`config.mk`:
```
export PLATFORM = sky130hd
export DESIGN_NAME = mms_rx_smd_classifier
export DESIGN_NICKNAME = d
export VERILOG_FILES = /design/src/rtl/mms_rx_pkg.sv /design/src/rtl/mms_rx_nibble_asm.sv /design/src/rtl/mms_rx_smd_classifier.sv
export SDC_FILE = /design/constraint.sdc
export NUM_CORES = 1
export LEC_CHECK = 0
export CORE_UTILIZATION = 40
export CTS_CLUSTER_DIAMETER = 50
export DETAILED_ROUTE_END_ITERATION = 8
export PLACE_DENSITY = 0.76
export SLEW_MARGIN = 20
export SYNTH_ARGS = -nofsm -noshare
export SYNTH_HDL_FRONTEND = slang
export SYNTH_SLANG_ARGS = --single-unit
```
`constraint.sdc`:
```
create_clock -name clk -period 2.2 [get_ports clk]
set_input_delay 0.66 -clock clk [delete_from_list [all_inputs] [get_ports clk]]
set_output_delay 0.66 -clock clk [all_outputs]
set_load 0.02 [all_outputs]
```
`src/rtl/mms_rx_pkg.sv`:
```
// rtl/mms_rx_pkg.sv - MAC Merge receive constants, SMD codes and state type
package mms_rx_pkg;

    localparam logic [7:0] PREAMBLE_BYTE = 8'h55;
    localparam logic [7:0] SMD_E         = 8'hD5;
    localparam logic [7:0] SMD_V         = 8'h07;
    localparam logic [7:0] SMD_R         = 8'h19;

    // Index i of each table is frame number / fragment count i.
    localparam logic [0:3][7:0] SMD_S    = {8'hE6, 8'h4C, 8'h7F, 8'hB3};
    localparam logic [0:3][7:0] SMD_C    = {8'h61, 8'h52, 8'h2A, 8'h9E};
    localparam logic [0:3][7:0] FRAG_CNT = {8'hE6, 8'h4C, 8'h7F, 8'hB3};

    typedef enum logic [2:0] {
        ST_IDLE,
        ST_PREAMBLE,
        ST_FRAG_COUNT,
        ST_DATA,
        ST_DISCARD
    } rx_state_t;

    // Returns {hit, index} of byte b within a four-entry code table.
    function automatic logic [2:0] code_lookup(input logic [7:0] b,
                                               input logic [0:3][7:0] tbl);
        logic [2:0] r;
        r = 3'b000;
        for (int i = 0; i < 4; i++) begin
            if (b == tbl[i]) begin
                r = {1'b1, 2'(i)};
            end
        end
        return r;
    endfunction

endpackage

```
`src/rtl/mms_rx_nibble_asm.sv`:
```
// rtl/mms_rx_nibble_asm.sv - MII nibble to byte assembler with frame-end detect
module mms_rx_nibble_asm (
    input  logic       clk,
    input  logic       rst_n,
    input  logic [3:0] rxd,
    input  logic       rx_dv,
    input  logic       rx_er,
    output logic       dv_reg,
    output logic       byte_ready,
    output logic [7:0] byte_data,
    output logic       byte_er,
    output logic       phase,
    output logic       frame_end
);

    logic [3:0] lo_nib;
    logic       lo_er;

    // Pair low/high nibbles into a byte; rx_er on either nibble marks the byte.
    always_ff @(posedge clk or negedge rst_n) begin
        if (!rst_n) begin
            dv_reg     <= 1'b0;
            byte_ready <= 1'b0;
            byte_data  <= 8'h00;
            byte_er    <= 1'b0;
            phase      <= 1'b0;
            frame_end  <= 1'b0;
            lo_nib     <= 4'h0;
            lo_er      <= 1'b0;
        end else begin
            dv_reg     <= rx_dv;
            byte_ready <= 1'b0;
            frame_end  <= dv_reg & ~rx_dv;
            if (rx_dv) begin
                if (!phase) begin
                    lo_nib <= rxd;
                    lo_er  <= rx_er;
                    phase  <= 1'b1;
                end else begin
                    byte_data  <= {rxd, lo_nib};
                    byte_er    <= lo_er | rx_er;
                    byte_ready <= 1'b1;
                    phase      <= 1'b0;
                end
            end else begin
                // A dangling low nibble is dropped here.
                phase <= 1'b0;
            end
        end
    end

endmodule

```
`src/rtl/mms_rx_smd_classifier.sv`:
```
// rtl/mms_rx_smd_classifier.sv - SMD/preamble classifier; optional MMS_FRAG_SEQ_CHECK_EN
module mms_rx_smd_classifier
    import mms_rx_pkg::*;
#(
    parameter int MAX_PREAMBLE = 15,
    parameter int FRAG_W       = 2
) (
    input  logic              clk,
    input  logic              rst_n,
    input  logic [3:0]        rxd,
    input  logic              rx_dv,
    input  logic              rx_er,
    output logic              r_rx_dv,
    output logic              r_byte_ready,
    output logic [7:0]        r_rx_data,
    output logic              pream,
    output logic              e,
    output logic              v,
    output logic              r,
    output logic              s,
    output logic              c,
    output logic              err,
    output logic [FRAG_W-1:0] smd_frame,
    output logic              frag_valid,
    output logic [FRAG_W-1:0] frag_cnt,
    output logic              frame_end,
    output logic              odd_nibble
);

    localparam int CNT_W = $clog2(MAX_PREAMBLE + 2);
    localparam logic [CNT_W-1:0] CNT_SAT = CNT_W'(MAX_PREAMBLE + 1);
    localparam logic [CNT_W-1:0] CNT_LIM = CNT_W'(MAX_PREAMBLE);

    rx_state_t        state, state_nxt;
    logic [CNT_W-1:0] pre_cnt, pre_cnt_nxt;
    logic             byte_er;
    logic             phase;
    logic [2:0]       s_lu, c_lu, f_lu;

`ifdef MMS_FRAG_SEQ_CHECK_EN
    logic [FRAG_W-1:0] exp_frag, exp_frag_nxt;
    logic [FRAG_W-1:0] s_last, s_last_nxt;
    logic [FRAG_W-1:0] c_frame, c_frame_nxt;
`endif

    mms_rx_nibble_asm u_asm (
        .clk        (clk),
        .rst_n      (rst_n),
        .rxd        (rxd),
        .rx_dv      (rx_dv),
        .rx_er      (rx_er),
        .dv_reg     (r_rx_dv),
        .byte_ready (r_byte_ready),
        .byte_data  (r_rx_data),
        .byte_er    (byte_er),
        .phase      (phase),
        .frame_end  (frame_end)
    );

    assign s_lu = code_lookup(r_rx_data, SMD_S);
    assign c_lu = code_lookup(r_rx_data, SMD_C);
    assign f_lu = code_lookup(r_rx_data, FRAG_CNT);

    // Odd-nibble flag is captured on the same edge that raises frame_end.
    always_ff @(posedge clk or negedge rst_n) begin
        if (!rst_n) begin
            odd_nibble <= 1'b0;
        end else begin
            odd_nibble <= r_rx_dv & ~rx_dv & phase;
        end
    end

    // State, preamble counter and fragment-sequence registers.
    always_ff @(posedge clk or negedge rst_n) begin
        if (!rst_n) begin
            state   <= ST_IDLE;
            pre_cnt <= '0;
`ifdef MMS_FRAG_SEQ_CHECK_EN
            exp_frag <= '0;
            s_last   <= '0;
            c_frame  <= '0;
`endif
        end else begin
            state   <= state_nxt;
            pre_cnt <= pre_cnt_nxt;
`ifdef MMS_FRAG_SEQ_CHECK_EN
            exp_frag <= exp_frag_nxt;
            s_last   <= s_last_nxt;
            c_frame  <= c_frame_nxt;
`endif
        end
    end

    // Classify each strobed byte by state; flags only ever rise with r_byte_ready.
    always_comb begin
        state_nxt   = state;
        pre_cnt_nxt = pre_cnt;
        pream       = 1'b0;
        e           = 1'b0;
        v           = 1'b0;
        r           = 1'b0;
        s           = 1'b0;
        c           = 1'b0;
        err         = 1'b0;
        smd_frame   = '0;
        frag_valid  = 1'b0;
        frag_cnt    = '0;
`ifdef MMS_FRAG_SEQ_CHECK_EN
        exp_frag_nxt = exp_frag;
        s_last_nxt   = s_last;
        c_frame_nxt  = c_frame;
`endif
        case (state)
            ST_IDLE: begin
                pre_cnt_nxt = '0;
                if (r_rx_dv) begin
                    state_nxt = ST_PREAMBLE;
                end
            end
            ST_PREAMBLE: begin
                if (r_byte_ready) begin
                    if (byte_er) begin
                        err       = 1'b1;
                        state_nxt = ST_DISCARD;
                    end else if (r_rx_data == PREAMBLE_BYTE) begin
                        if (pre_cnt != CNT_SAT) begin
                            pre_cnt_nxt = pre_cnt + CNT_W'(1);
                        end
                        if (pre_cnt >= CNT_LIM) begin
                            err       = 1'b1;
                            state_nxt = ST_DISCARD;
                        end else begin
                            pream = 1'b1;
                        end
                    end else if (r_rx_data == SMD_E) begin
                        e         = 1'b1;
                        state_nxt = ST_DATA;
                    end else if (r_rx_data == SMD_V) begin
                        v         = 1'b1;
                        state_nxt = ST_DATA;
                    end else if (r_rx_data == SMD_R) begin
                        r         = 1'b1;
                        state_nxt = ST_DATA;
                    end else if (s_lu[2]) begin
                        s         = 1'b1;
                        smd_frame = FRAG_W'(s_lu[1:0]);
                        state_nxt = ST_DATA;
`ifdef MMS_FRAG_SEQ_CHECK_EN
                        exp_frag_nxt = '0;
                        s_last_nxt   = FRAG_W'(s_lu[1:0]);
`endif
                    end else if (c_lu[2]) begin
                        c         = 1'b1;
                        smd_frame = FRAG_W'(c_lu[1:0]);
                        state_nxt = ST_FRAG_COUNT;
`ifdef MMS_FRAG_SEQ_CHECK_EN
                        c_frame_nxt = FRAG_W'(c_lu[1:0]);
`endif
                    end else begin
                        err       = 1'b1;
                        state_nxt = ST_DISCARD;
                    end
                end
            end
            ST_FRAG_COUNT: begin
                if (r_byte_ready) begin
                    if (byte_er) begin
                        err       = 1'b1;
                        state_nxt = ST_DISCARD;
                    end else if (f_lu[2]) begin
                        frag_valid = 1'b1;
                        frag_cnt   = FRAG_W'(f_lu[1:0]);
`ifdef MMS_FRAG_SEQ_CHECK_EN
                        // Out-of-order fragment or a C frame not matching the open S frame.
                        if ((frag_cnt != exp_frag) || (c_frame != s_last)) begin
                            err       = 1'b1;
                            state_nxt = ST_DISCARD;
                        end else begin
                            exp_frag_nxt = exp_frag + FRAG_W'(1);
                            state_nxt    = ST_DATA;
                        end
`else
                        state_nxt = ST_DATA;
`endif
                    end else begin
                        err       = 1'b1;
                        state_nxt = ST_DISCARD;
                    end
                end
            end
            ST_DATA, ST_DISCARD: begin
                state_nxt = state;
            end
            default: begin
                state_nxt = ST_IDLE;
            end
        endcase
        if (frame_end) begin
            state_nxt = ST_IDLE;
        end
    end

endmodule

```
==> metrics.md, run 1 <==
| Metric | Value |
|---|---|
| Status | finished with violations |
| Failing checks | negative setup slack |
| Die Span X | about 67 um |
| Synth Register Bits | 27 |
| Critical path's largest stage delay | around 0.55 ns |
| Clock skew | around 0.0035 ns |
| Highest Clock Rate | about 370 MHz |
| Slew Limit Fails | 0 |
| Syn. warnings | 0 |
| Die area | about 4400 um2 |
| CTS Buffer Depth | 2 |
| LEAKAGE | about 1.3 nW |
| Wire length on met2 | 2530 um |
| Power Density | ~700 nW/um2 |
| Setup slack after layout | -0.522 ns |
| CTS tree | built |
| Antenna violations before repair | 0 |
| Starting Density | 0.419 |
| Area grow syn2layout | 67.5% |
| Largest Register | u_asm.byte_data |
| Syn Area/Cell | roughly 9.8 um2 |
| Final net count | about 280 |
| Worst skew pair latency | between 0.2 and 0.3 ns |
| NetSw | between 0.7 and 0.8 mW |
| Clock Pin Slew Worst Setup and Hold Paths | around 0.09 ns |
| First-pass GRT wire length | ~7700 um |
| Design area | about 2800 um2 |
| Drt first pass iters | 5 |
| Cells after DPL | a little under 300 |
| Peak supply drop | between 0.0005 and 0.0006 V |
| WL/cell | around 16 um |
| Die H | between 60 and 70 um |
| Post-Place Cell Area | 2460 um2 |
| Share of cells above drive strength 1 | 0.561 |
| Total gr overflow | 0 |
| # DRC | 0 |
| Max-slew headroom | 0.737 |
| Max reg flops | 8 |
| Dpl hpwl | about 3300 um |
| Top_reg_cell synth | dfrtp_1 |
| Setup-failing EPs final | 14 |
| H-tree depth | 1 |
| Fraction of registers with async set/reset | 1.00 |
| RSZ-0062 raised after global routing | yes |
| CTS Buf Count | 3 |
| Highest routed layer | met4 |
| Post-layout min period | 2.72 ns |
| Crit path max-delay cell type | or4b_4 |
| Fin crit share | 1.24 |
| Post-CTS Hold Buffers | 0 |
| Row cnt | 23 |
| Final WL | around 5000 um |
| Post-synthesis cell area | approximately 1700 um2 |
| Worst Path Arrival | between 2 and 2.5 ns |
| Final Hold Viols | 0 |
| Req. time, crit path | between 1.5 and 2 ns |
| Detail Route Antenna Nets | 0 |
| Flop pwr share | 0.332 |
| Worst-path cell chain | or4b_4 -> nor2_1 -> a21oi_2 -> o211ai_1 -> a21boi_1 -> o21a_2 -> buf_6 |
| Maxcap violations | 0 |
| Diodes inserted | 0 |
| Detailed Route Iter0 Violations | 79 |
| Setup CP Type | flop to output port |
| Setup TNS | -3.63 ns |
| Post-synth EDFFs | 0 |
| Switching Share | 0.357 |
| Vias per inst | 5.37 |
| Clock sink count | 27 |
| CP Capture Type | output port |
| # port buffers | 31 |
| Pin count of the biggest net entering global routing | 28 |
| Vias in the first global route | approximately 1700 |
| Vias | approximately 1700 |
| Synth unique cells | 48 |
| Met1 WL | 2110 um |
| Combinational power share | 0.529 |
| Syn Nets | between 150 and 200 |
| Clock share of power | 0.139 |
| Core area | around 4000 um2 |
| Tot GR Track Use | 0.227 |
| Hold Crit Class | flop to flop |
| Root buffer cell | clkbuf_8 |
| Worst Path Max Fanout | 4 |
| Top Registers | u_asm.byte_data x8, pre_cnt x5, u_asm.lo_nib x4 |
| Non-filler cells in the finished layout | about 320 |
| Dpl ws | -0.683 ns |
| Met3 WL | about 210 um |
| CP Launch Type | flop |
| Cell-internal power | about 1.3 mW |
| Sequential element share of the synthesized area | 0.404 |
| Slew @ Worst Pin | around 0.39 ns |
| Cell count after synthesis | between 150 and 200 |
| RePlAce Congestion | approximately 0.83 |
| Finished Core Util | 0.701 |
| Top-Level Pins | 32 |
| Number of fill cells | 284 |
## layout by cell type, fill, tap and decap left out, types with 2 or more instances in the layout
cell / n
clkbuf_8: 3
and4bb_2: 2
a21oi_2: 6
o21ai_0: 5
a22o_1: 2
buf_6: 15
o22ai_1: 2
nor2_2: 2
a31oi_1: 2
dfrtp_2: 8
nor4b_4: 4
buf_2: 2
dfrtp_1: 19
inv_1: 8
nand2b_1: 2
mux2_2: 13
nor2_1: 11
nor3_1: 3
clkdlybuf4s50_1: 16
a21oi_1: 4
nand4_1: 2
nand2_1: 18
nand3_1: 2
mux2i_1: 2
nor3_2: 5
buf_4: 68
nand4bb_4: 2
a21boi_1: 2
ha_1: 2
## cells by family (layout without fill, tap and decap cells)
| kind of cell | after synthesis | count (layout) | share of synthesized area |
|---|---|---|---|
| AOI/OAI and AO/OA | 36 | 36 | 0.152 |
| xor gates and xnor gates | 1 | 1 | 0.00523 |
| adders and majority gates | 3 | 3 | 0.0224 |
| buffers and inverters | 16 | 115 | 0.0433 |
| DFF | 27 | 27 | 0.404 |
| muxes | 15 | 15 | 0.0994 |
| and+or+nand+nor | 72 | 72 | 0.274 |
## layout make-up
class | instances | area (um2) | share of cell area
inverters | 8 | 30.0 | 0.0107
clock inverters | 1 | 5.00 | 0.00178
clock buffers | 3 | 41.3 | 0.0147
multi-input cells | 127 | 1110 | 0.395
repair buffers | 103 | 871 | 0.311
flip-flops and latches | 27 | 686 | 0.245
well taps | 50 | 62.6 | 0.0223
## metrics by stage
step                      power (mW)  hold WS (ns)
after floorplan                 1.09         0.364
after global placement          1.47         0.479
after detailed placement        1.50         0.494
after CTS                       1.90         0.515
after global routing            2.08         0.531
final                           1.97         0.510
## timing repair
item                                    CTS  global route
setup buffers                            15            10
gates cloned                              0             0
endpoints found under the setup margin   12            21
pin swaps                                18            20
resized for setup                        96            12
## Yosys cell counts, drive strengths merged (2+ instances only)
master,instances,area [um2]
nor2,14,52.6
mux2i,2,20.0
nand2,20,75.1
nor4b,4,50.1
a21oi,11,55.1
a21boi,2,15.0
buf,5,31.3
o22ai,2,12.5
nand3,3,15.0
a31oi,4,25.0
and3,2,12.5
and4bb,2,25.0
ha,3,37.5
nand4,3,25.0
nand2b,3,18.8
a22o,2,17.5
dfrtp,27,676
nor3,8,40.0
mux2,13,146
inv,8,30.0
clkbuf,3,11.3
o21ai,6,30.0
nand4bb,2,55.1
## critical path: cells and delay by family, from the launching register on
kind,cells,cell delay [ns]
simple gates,2,0.74
buf+inv,1,0.13
compound gates,4,0.48
flops,1,0.45
## path summary, 6_finish.rpt
check                                                from                              to  slack [ns]  cells past startpoint
setup / recovery           u_asm.byte_data[6]$_DFFE_PN0P_                             err       -0.52                      7
min in group asynchronous                           rst_n          pre_cnt[4]$_DFFE_PN0P_        0.75                      2
hold reg to reg               u_asm.lo_nib[1]$_DFFE_PN0P_  u_asm.byte_data[1]$_DFFE_PN0P_        0.51                      1
max in group asynchronous                           rst_n  u_asm.byte_data[4]$_DFFE_PN0P_        1.17                      2
hold / removal                u_asm.lo_nib[1]$_DFFE_PN0P_  u_asm.byte_data[1]$_DFFE_PN0P_        0.51                      1
setup reg to reg           u_asm.byte_data[5]$_DFFE_PN0P_          pre_cnt[3]$_DFFE_PN0P_       -0.06                      9
## layer usage
metal,track usage,up-vias
met1,0.289,823
met4,0.0718,0
met5,0,-
met3,0.0428,14
met2,0.384,55
li1,-,821
## power by group through the flow
stage,clock (mW),combinational (mW),sequential [mW]
finish,0.273,1.04,0.655
global route,0.299,1.11,0.662
floorplan,0,0.378,0.713
detailed placement,0,0.838,0.659
global placement,0,0.816,0.653
CTS,0.284,0.964,0.651
Power figures use the tool's default switching activity.
==> inputs of run 2 (changes only) <==
--- a/config.mk
+++ b/config.mk
@@ -6,10 +6,10 @@
 export NUM_CORES = 1
 export LEC_CHECK = 0
 export CORE_UTILIZATION = 40
-export CTS_CLUSTER_DIAMETER = 50
 export DETAILED_ROUTE_END_ITERATION = 8
 export PLACE_DENSITY = 0.76
-export SLEW_MARGIN = 20
+export SETUP_SLACK_MARGIN = 0.4
+export SLEW_MARGIN = 25
 export SYNTH_ARGS = -nofsm -noshare
 export SYNTH_HDL_FRONTEND = slang
 export SYNTH_SLANG_ARGS = --single-unit
==> run 2 against run 1 <==
Compared with the run above: the flow still finishes with violations (negative setup slack); cell count increased by 1.6%; utilization increased by 4.7 points; final area increased by 6.7%; global-route usage increased by 1.2 points; critical path type unchanged; critical endpoint unchanged; highest routed layer unchanged.
==> metrics.md, run 2 (same netlist as run 1, synthesis figures left out) <==
| Metric | Value |
|---|---|
| Status | finished with violations |
| Failing checks | negative setup slack |
| Die area | 4450 um2 (unchanged) |
| Slew Limit Fails | 0 (unchanged) |
| Post-Place Cell Area | 2520 um2 (+2.5%) |
| Dpl hpwl | 3300 um (+1.1%) |
| Critical Path Stages | 7 (unchanged) |
| Post-CTS Hold Buffers | 0 (unchanged) |
| LEAKAGE | 1.34 nW (+6.8%) |
| H-tree depth | 1 (unchanged) |
| Clock skew | 0.00610 ns (+0.00261 ns) |
| Total gr overflow | 0 (unchanged) |
| Die Span X | 66.7 um (unchanged) |
| Clock Pin Slew Worst Setup and Hold Paths | 0.09 ns (about the same) |
| Highest Clock Rate | 363 MHz (-1.1%) |
| Maxcap violations | 0 (unchanged) |
| CP Capture Type | output port |
| Setup-failing EPs final | 18 (+4) |
| Worst R2R Setup Slack | -0.26 ns (-0.20 ns) |
| Non-filler cells in the finished layout | 324 (+1.6%) |
| Commonest non-fill, non-tap cell in the layout | buf_4 |
| Total power | 1.99 mW (+1.0%) |
| RR Endpoint | pre_cnt[4]$_DFFE_PN0P_ |
| Detailed Route Iter0 Violations | 69 (-13%) |
| Crit path max-delay cell type | or4b_4 |
| Vias | 1726 (+0.76%) |
| Drt first pass iters | 4 (-1) |
| Worst hold start | u_asm.lo_nib[2]$_DFFE_PN0P_ |
| Root buffer cell | clkbuf_8 |
| Hold EP | u_asm.byte_data[2]$_DFFE_PN0P_ |
| Max reg flops | 8 (unchanged) |
| Setup TNS | -4.91 ns (-1.28 ns) |
| Dpl ws | -0.690 ns (-0.00780 ns) |
| Share of cells above drive strength 1 | 0.646 (+0.0846) |
| CTS Buffer Depth | 2 (unchanged) |
| First-pass GRT wire length | 7960 um (+3.6%) |
| Slew @ Worst Pin | 0.413 ns (+0.0196 ns) |
| Worst-path cell chain | or4b_4 -> a21oi_2 -> a21oi_2 -> o211ai_1 -> a21boi_1 -> o21a_2 -> buf_6 |
| Fin crit share | 1.25 (+0.0143) |
| Tot GR Track Use | 0.239 (+0.0120) |
| Met1 WL | 2310 um (+9.5%) |
| Commonest cells after routing, fill and taps aside | buf_4 (61), buf_6 (27), dfrtp_1 (20), nand2_1 (15), mux2_2 (13) |
| Die H | 66.7 um (unchanged) |
| Crit path buffers/inverters | 1 (unchanged) |
| CTS Buf Count | 3 (unchanged) |
| Critical path's largest stage delay | 0.56 ns (about the same) |
| RSZ-0062 raised after global routing | yes |
| WL/cell | 16.1 um (+3.7%) |
| Worst skew pair latency | 0.27 ns (about the same) |
| RePlAce Congestion | 0.803 (-3.4%) |
| Met3 WL | 137 um (-34%) |
| Hold Crit Class | flop to flop |
| Crit path top cell by count | a21oi_2 |
| Setup slack after layout | -0.553 ns (-0.0314 ns) |
| Top-Level Pins | 32 (unchanged) |
| Starting Density | 0.419 (unchanged) |
| Worst Path Max Fanout | 5 (+1) |
| Vias per inst | 5.33 (-0.80%) |
| Highest routed layer | met4 |
| Wire length on met2 | 2650 um (+4.5%) |
| Area grow syn2layout | 78.8% |
| Final net count | 286 (+1.8%) |
| Finished Core Util | 0.748 (+0.0472) |
| Worst r2r src | u_asm.byte_data[7]$_DFFE_PN0P_ |
| Top Family by Delay on Critical Path | compound AO/OA/AOI/OAI gates |
| CTS tree | built |
| Power Density | 665 nW/um2 (-5.3%) |
| Final Hold Viols | 0 (unchanged) |
| Cells after DPL | 293 (-0.34%) |
| CP Launch Type | flop |
| WHS Path Cells | 1 (unchanged) |
| Final WL | 5220 um (+5.3%) |
| Req. time, crit path | 1.54 ns (about the same) |
| Diodes inserted | 0 (unchanged) |
| # DRC | 0 (unchanged) |
| Number of fill cells | 260 (-8.5%) |
| # port buffers | 31 (unchanged) |
| WHS | 0.510 ns (+0.0000490 ns) |
| Peak supply drop | 0.000710 V (+31%) |
| Clock sink count | 27 (unchanged) |
| Core area | 4000 um2 (unchanged) |
| Antenna violations before repair | 0 (unchanged) |
| Worst Path Arrival | 2.09 ns (+0.03 ns) |
| Post-layout min period | 2.75 ns (+0.0314 ns) |
| Row cnt | 23 (unchanged) |
| Design area | 2990 um2 (+6.7%) |
| Top Registers | u_asm.byte_data x8, pre_cnt x5, u_asm.lo_nib x4 |
| Pin count of the biggest net entering global routing | 28 (unchanged) |
| Max-slew headroom | 0.724 (-0.0131) |
| Detail Route Antenna Nets | 0 (unchanged) |
| Largest Register | u_asm.byte_data |
| Vias in the first global route | 1702 (+2.8%) |
| R2R cell count | 11 (+2) |
| Setup CP Type | flop to output port |
-- run 2: cell count changes in the layout (fill, tap and decap cells not counted), moves of 5 or more --
cell,before,now
buf_6,15,27
clkdlybuf4s50_1,16,7
buf_4,68,61
buf_2,2,8
nor2_4,1,6
nor3_4,0,5
-- run 2: final cells by class --
| class | instances | area (um2) | area share |
|---|---|---|---|
| flip-flops and latches | 27 | 684 | 0.229 |
| well taps | 50 | 62.6 | 0.0209 |
| clock inverters | 1 | 7.51 | 0.00251 |
| clock buffers | 3 | 41.3 | 0.0138 |
| multi-input cells | 127 | 1250 | 0.417 |
| repair buffers | 108 | 918 | 0.307 |
| inverters | 8 | 30.0 | 0.0100 |
-- run 2: power breakdown --
part	total, mW	switching (mW)	internal (mW)
clock	0.275	0.147	0.128
sequential	0.658	0.0835	0.575
combinational	1.06	0.509	0.549
total	1.99	0.739	1.25
-- run 2: per-layer routing --
layer,vias to the layer above,global-route usage
met5,-,0
met4,0,0.0665
met2,44,0.404
met3,12,0.0342
met1,834,0.315
li1,836,-
-- run 2: repair_timing --
item | CTS | global route
hold endpoints to repair | 0 | 0
pin swaps | 25 | 21
setup buffers | 16 | 11
setup endpoints to repair | 32 | 27
resized for setup | 141 | 29
-- run 2: worst max-delay path by stage --
stage,from,endpoint,slack (ns)
final,u_asm.byte_data[7]$_DFFE_PN0P_,err,-0.55
after global routing,u_asm.byte_data[7]$_DFFE_PN0P_,err,-0.64
after CTS,u_asm.byte_data[7]$_DFFE_PN0P_,err,-0.48
after detailed placement,u_asm.byte_data[4]$_DFFE_PN0P_,smd_frame[1],-0.69
after global placement,u_asm.byte_data[4]$_DFFE_PN0P_,smd_frame[1],-0.62
after floorplan,u_asm.byte_data[7]$_DFFE_PN0P_,c,-0.18
==> inputs of run 3 (changes only) <==
--- a/config.mk
+++ b/config.mk
@@ -5,9 +5,10 @@
 export SDC_FILE = /design/constraint.sdc
 export NUM_CORES = 1
 export LEC_CHECK = 0
-export CORE_UTILIZATION = 40
+export CORE_UTILIZATION = 47
+export CTS_CLUSTER_SIZE = 30
 export DETAILED_ROUTE_END_ITERATION = 8
-export PLACE_DENSITY = 0.76
+export PLACE_DENSITY = 0.85
 export SETUP_SLACK_MARGIN = 0.4
 export SLEW_MARGIN = 25
 export SYNTH_ARGS = -nofsm -noshare
==> run 3 against run 2 <==
Compared with the run above: the run still ends with negative setup slack left; first-iteration DRC count grew to 2.6 times the previous value; combinational power is 11% higher; wire length is 36% higher; die area is 14% lower; critical path depth is 3 higher; clock skew is 0.023 ns higher; global-route usage is 6.9 points higher; clock-buffer cell count stayed put; setup slack worse by 0.20 ns; final area is 1.5% higher; cell count is 0.93% lower; critical path type unchanged.
==> metrics.md, run 3 (same netlist as run 1, synthesis figures left out) <==
| Metric | Value |
|---|---|
| Status | finished with violations |
| Failing checks | negative setup slack |
| Top-Level Pins | 32 (unchanged) |
| Setup TNS | -7.94 ns (-3.03 ns) |
| Antenna violations before repair | 0 (unchanged) |
| Worst R2R Setup Slack | -0.26 ns (about the same) |
| Clock share of power | 0.118 (-0.020) |
| Dpl ws | -0.651 ns (+0.0397 ns) |
| Area grow syn2layout | 81.5% |
| Vias per inst | 5.96 (+12%) |
| Req. time, crit path | 1.54 ns (about the same) |
| Finished Core Util | 0.904 (+0.155) |
| Starting Density | 0.498 (+0.0793) |
| CP Launch Type | flop |
| Final Hold Viols | 0 (unchanged) |
| Total gr overflow | 0 (unchanged) |
| Post-CTS Hold Buffers | 0 (unchanged) |
| Dpl hpwl | 3700 um (+12%) |
| Crit path from | u_asm.byte_data[7]$_DFFE_PN0P_ |
| # port buffers | 31 (unchanged) |
| Core area | 3360 um2 (-16%) |
| CTS tree | built |
| Hold Crit Class | flop to flop |
| Worst Path Max Fanout | 5 (unchanged) |
| Commonest non-fill, non-tap cell in the layout | buf_4 |
| Flop pwr share | 0.321 (-0.010) |
| NetSw | 0.856 mW (+16%) |
| Largest Register | u_asm.byte_data |
| Vias in the first global route | 1764 (+3.6%) |
| Clock Pin Slew Worst Setup and Hold Paths | 0.19 ns (+0.10 ns) |
| Pin count of the biggest net entering global routing | 28 (unchanged) |
| H-tree depth | 1 (unchanged) |
| RSZ-0062 raised after global routing | yes |
| Combinational power share | 0.560 (+0.029) |
| Power Density | 692 nW/um2 (+4.1%) |
| LEAKAGE | 1.36 nW (+1.4%) |
| Setup CP Type | flop to output port |
| Switching Share | 0.407 (+0.0358) |
| Top Registers | u_asm.byte_data x8, pre_cnt x5, u_asm.lo_nib x4 |
| Setup slack after layout | -0.752 ns (-0.199 ns) |
| Die H | 61.7 um (-7.5%) |
| Slew @ Worst Pin | 0.475 ns (+0.0620 ns) |
| Highest Clock Rate | 339 MHz (-6.7%) |
| Fin crit share | 1.34 (+0.0904) |
| R2R cell count | 12 (+1) |
| Tot GR Track Use | 0.308 (+0.0692) |
| Slew Limit Fails | 0 (unchanged) |
| Drt first pass iters | 4 (unchanged) |
| Vias | 1914 (+11%) |
| Row cnt | 21 (-8.7%) |
| CTS Buffer Depth | 2 (unchanged) |
| Detailed Route Iter0 Violations | 181 (+160%) |
| Max reg flops | 8 (unchanged) |
| CP Capture Type | output port |
| Detail Route Antenna Nets | 0 (unchanged) |
| Peak supply drop | 0.000714 V (+0.54%) |
| Worst Path Arrival | 2.29 ns (+0.20 ns) |
| RePlAce Congestion | 0.871 (+8.5%) |
| CTS Buf Count | 3 (unchanged) |
| Clock sink count | 27 (unchanged) |
| Final WL | 7130 um (+36%) |
| Cell-internal power | 1.25 mW (-0.35%) |
| WL/cell | 22.2 um (+38%) |
| Die area | 3800 um2 (-14%) |
| Maxcap violations | 0 (unchanged) |
| CP endpoint | smd_frame[1] |
| Worst skew pair latency | 0.37 ns (+0.10 ns) |
| Root buffer cell | clkbuf_4 |
| Diodes inserted | 0 (unchanged) |
| Worst r2r src | u_asm.byte_data[5]$_DFFE_PN0P_ |
| Setup-failing EPs final | 20 (+2) |
| # DRC | 0 (unchanged) |
| Max-slew headroom | 0.683 (-0.0414) |
| Final net count | 287 (+0.35%) |
| Post-layout min period | 2.95 ns (+0.199 ns) |
| Commonest cells after routing, fill and taps aside | buf_4 (62), buf_6 (34), dfrtp_1 (18), nand2_1 (17), mux2_2 (13) |
| Die Span X | 61.7 um (-7.5%) |
| Share of cells above drive strength 1 | 0.647 (+0.00129) |
| First-pass GRT wire length | 8310 um (+4.4%) |
| Clock skew | 0.0290 ns (+0.0229 ns) |
| RR Endpoint | pre_cnt[0]$_DFFE_PN0P_ |
-- run 3: cell count changes in the layout (fill, tap and decap cells not counted), sizes merged --
| cell | change |
|---|---|
| clkbuf | -1 |
| buf | +2 |
-- run 3: layer usage --
metal  vias up  global-route usage  part of all wire
met5         -                   0                 0
met2       114               0.548              0.50
met3        39              0.0567             0.069
li1        833                   -                 -
met4         0               0.137             0.036
met1       928               0.361              0.39
-- run 3: power groups by stage --
stage               clock network (mW)  registers, mW  logic (mW)
finish                           0.248          0.676        1.18
global route                     0.262          0.679        1.23
CTS                              0.230          0.653       0.941
detailed placement                   0          0.667       0.836
global placement                     0          0.658       0.805
floorplan                            0          0.719       0.405
-- run 3: cell type report --
| type | instances | area [um2] |
|---|---|---|
| fillers | 122 | 324 |
| flip-flops and latches | 27 | 687 |
| multi-input cells | 127 | 1230 |
| clock inverters | 1 | 7.51 |
| inverters | 8 | 30.0 |
| well taps | 46 | 57.6 |
| clock buffers | 3 | 22.5 |
| repair buffers | 109 | 1000 |
-- run 3: what timing repair did --
| item | CTS | global route |
|---|---|---|
| resized for setup | 144 | 44 |
| buffers inserted | 12 | 15 |
| pin swaps | 23 | 20 |
| endpoints found under the setup margin | 32 | 29 |
-- run 3: worst min-delay path by stage --
stage / start / end / depth (start not counted)
after floorplan: rst_n / odd_nibble$_DFF_PN0_ / 0
after global placement: u_asm.lo_nib[2]$_DFFE_PN0P_ / u_asm.byte_data[2]$_DFFE_PN0P_ / 1
after detailed placement: u_asm.lo_nib[3]$_DFFE_PN0P_ / u_asm.byte_data[3]$_DFFE_PN0P_ / 1
after CTS: u_asm.lo_nib[3]$_DFFE_PN0P_ / u_asm.byte_data[3]$_DFFE_PN0P_ / 1
after global routing: u_asm.lo_nib[1]$_DFFE_PN0P_ / u_asm.byte_data[1]$_DFFE_PN0P_ / 1
final: u_asm.lo_nib[1]$_DFFE_PN0P_ / u_asm.byte_data[1]$_DFFE_PN0P_ / 1
-- run 3: critical path: stages, from the launching register on --
cell and delay, ns:
dfrtp_2 0.49, buf_4 0.15, buf_6 0.12, nand4b_1 0.24
a21oi_2 0.10, a21oi_2 0.21, buf_4 0.16, nand2b_4 0.08
buf_6 0.13, a21oi_4 0.11, buf_6 0.13
-- run 3: metrics by stage --
| stage | power (mW) | instances | instance area [um2] | hold slack, ns |
|---|---|---|---|---|
| finish | 2.10 | 321 | 3040 | 0.544 |
| global route | 2.17 | 321 | 3040 | 0.556 |
| CTS | 1.82 | 306 | 2750 | 0.526 |
| detailed placement | 1.50 | 290 | 2520 | 0.492 |
| global placement | 1.46 | 290 | 2520 | 0.480 |
| floorplan | 1.12 | 170 | 1840 | 0.364 |
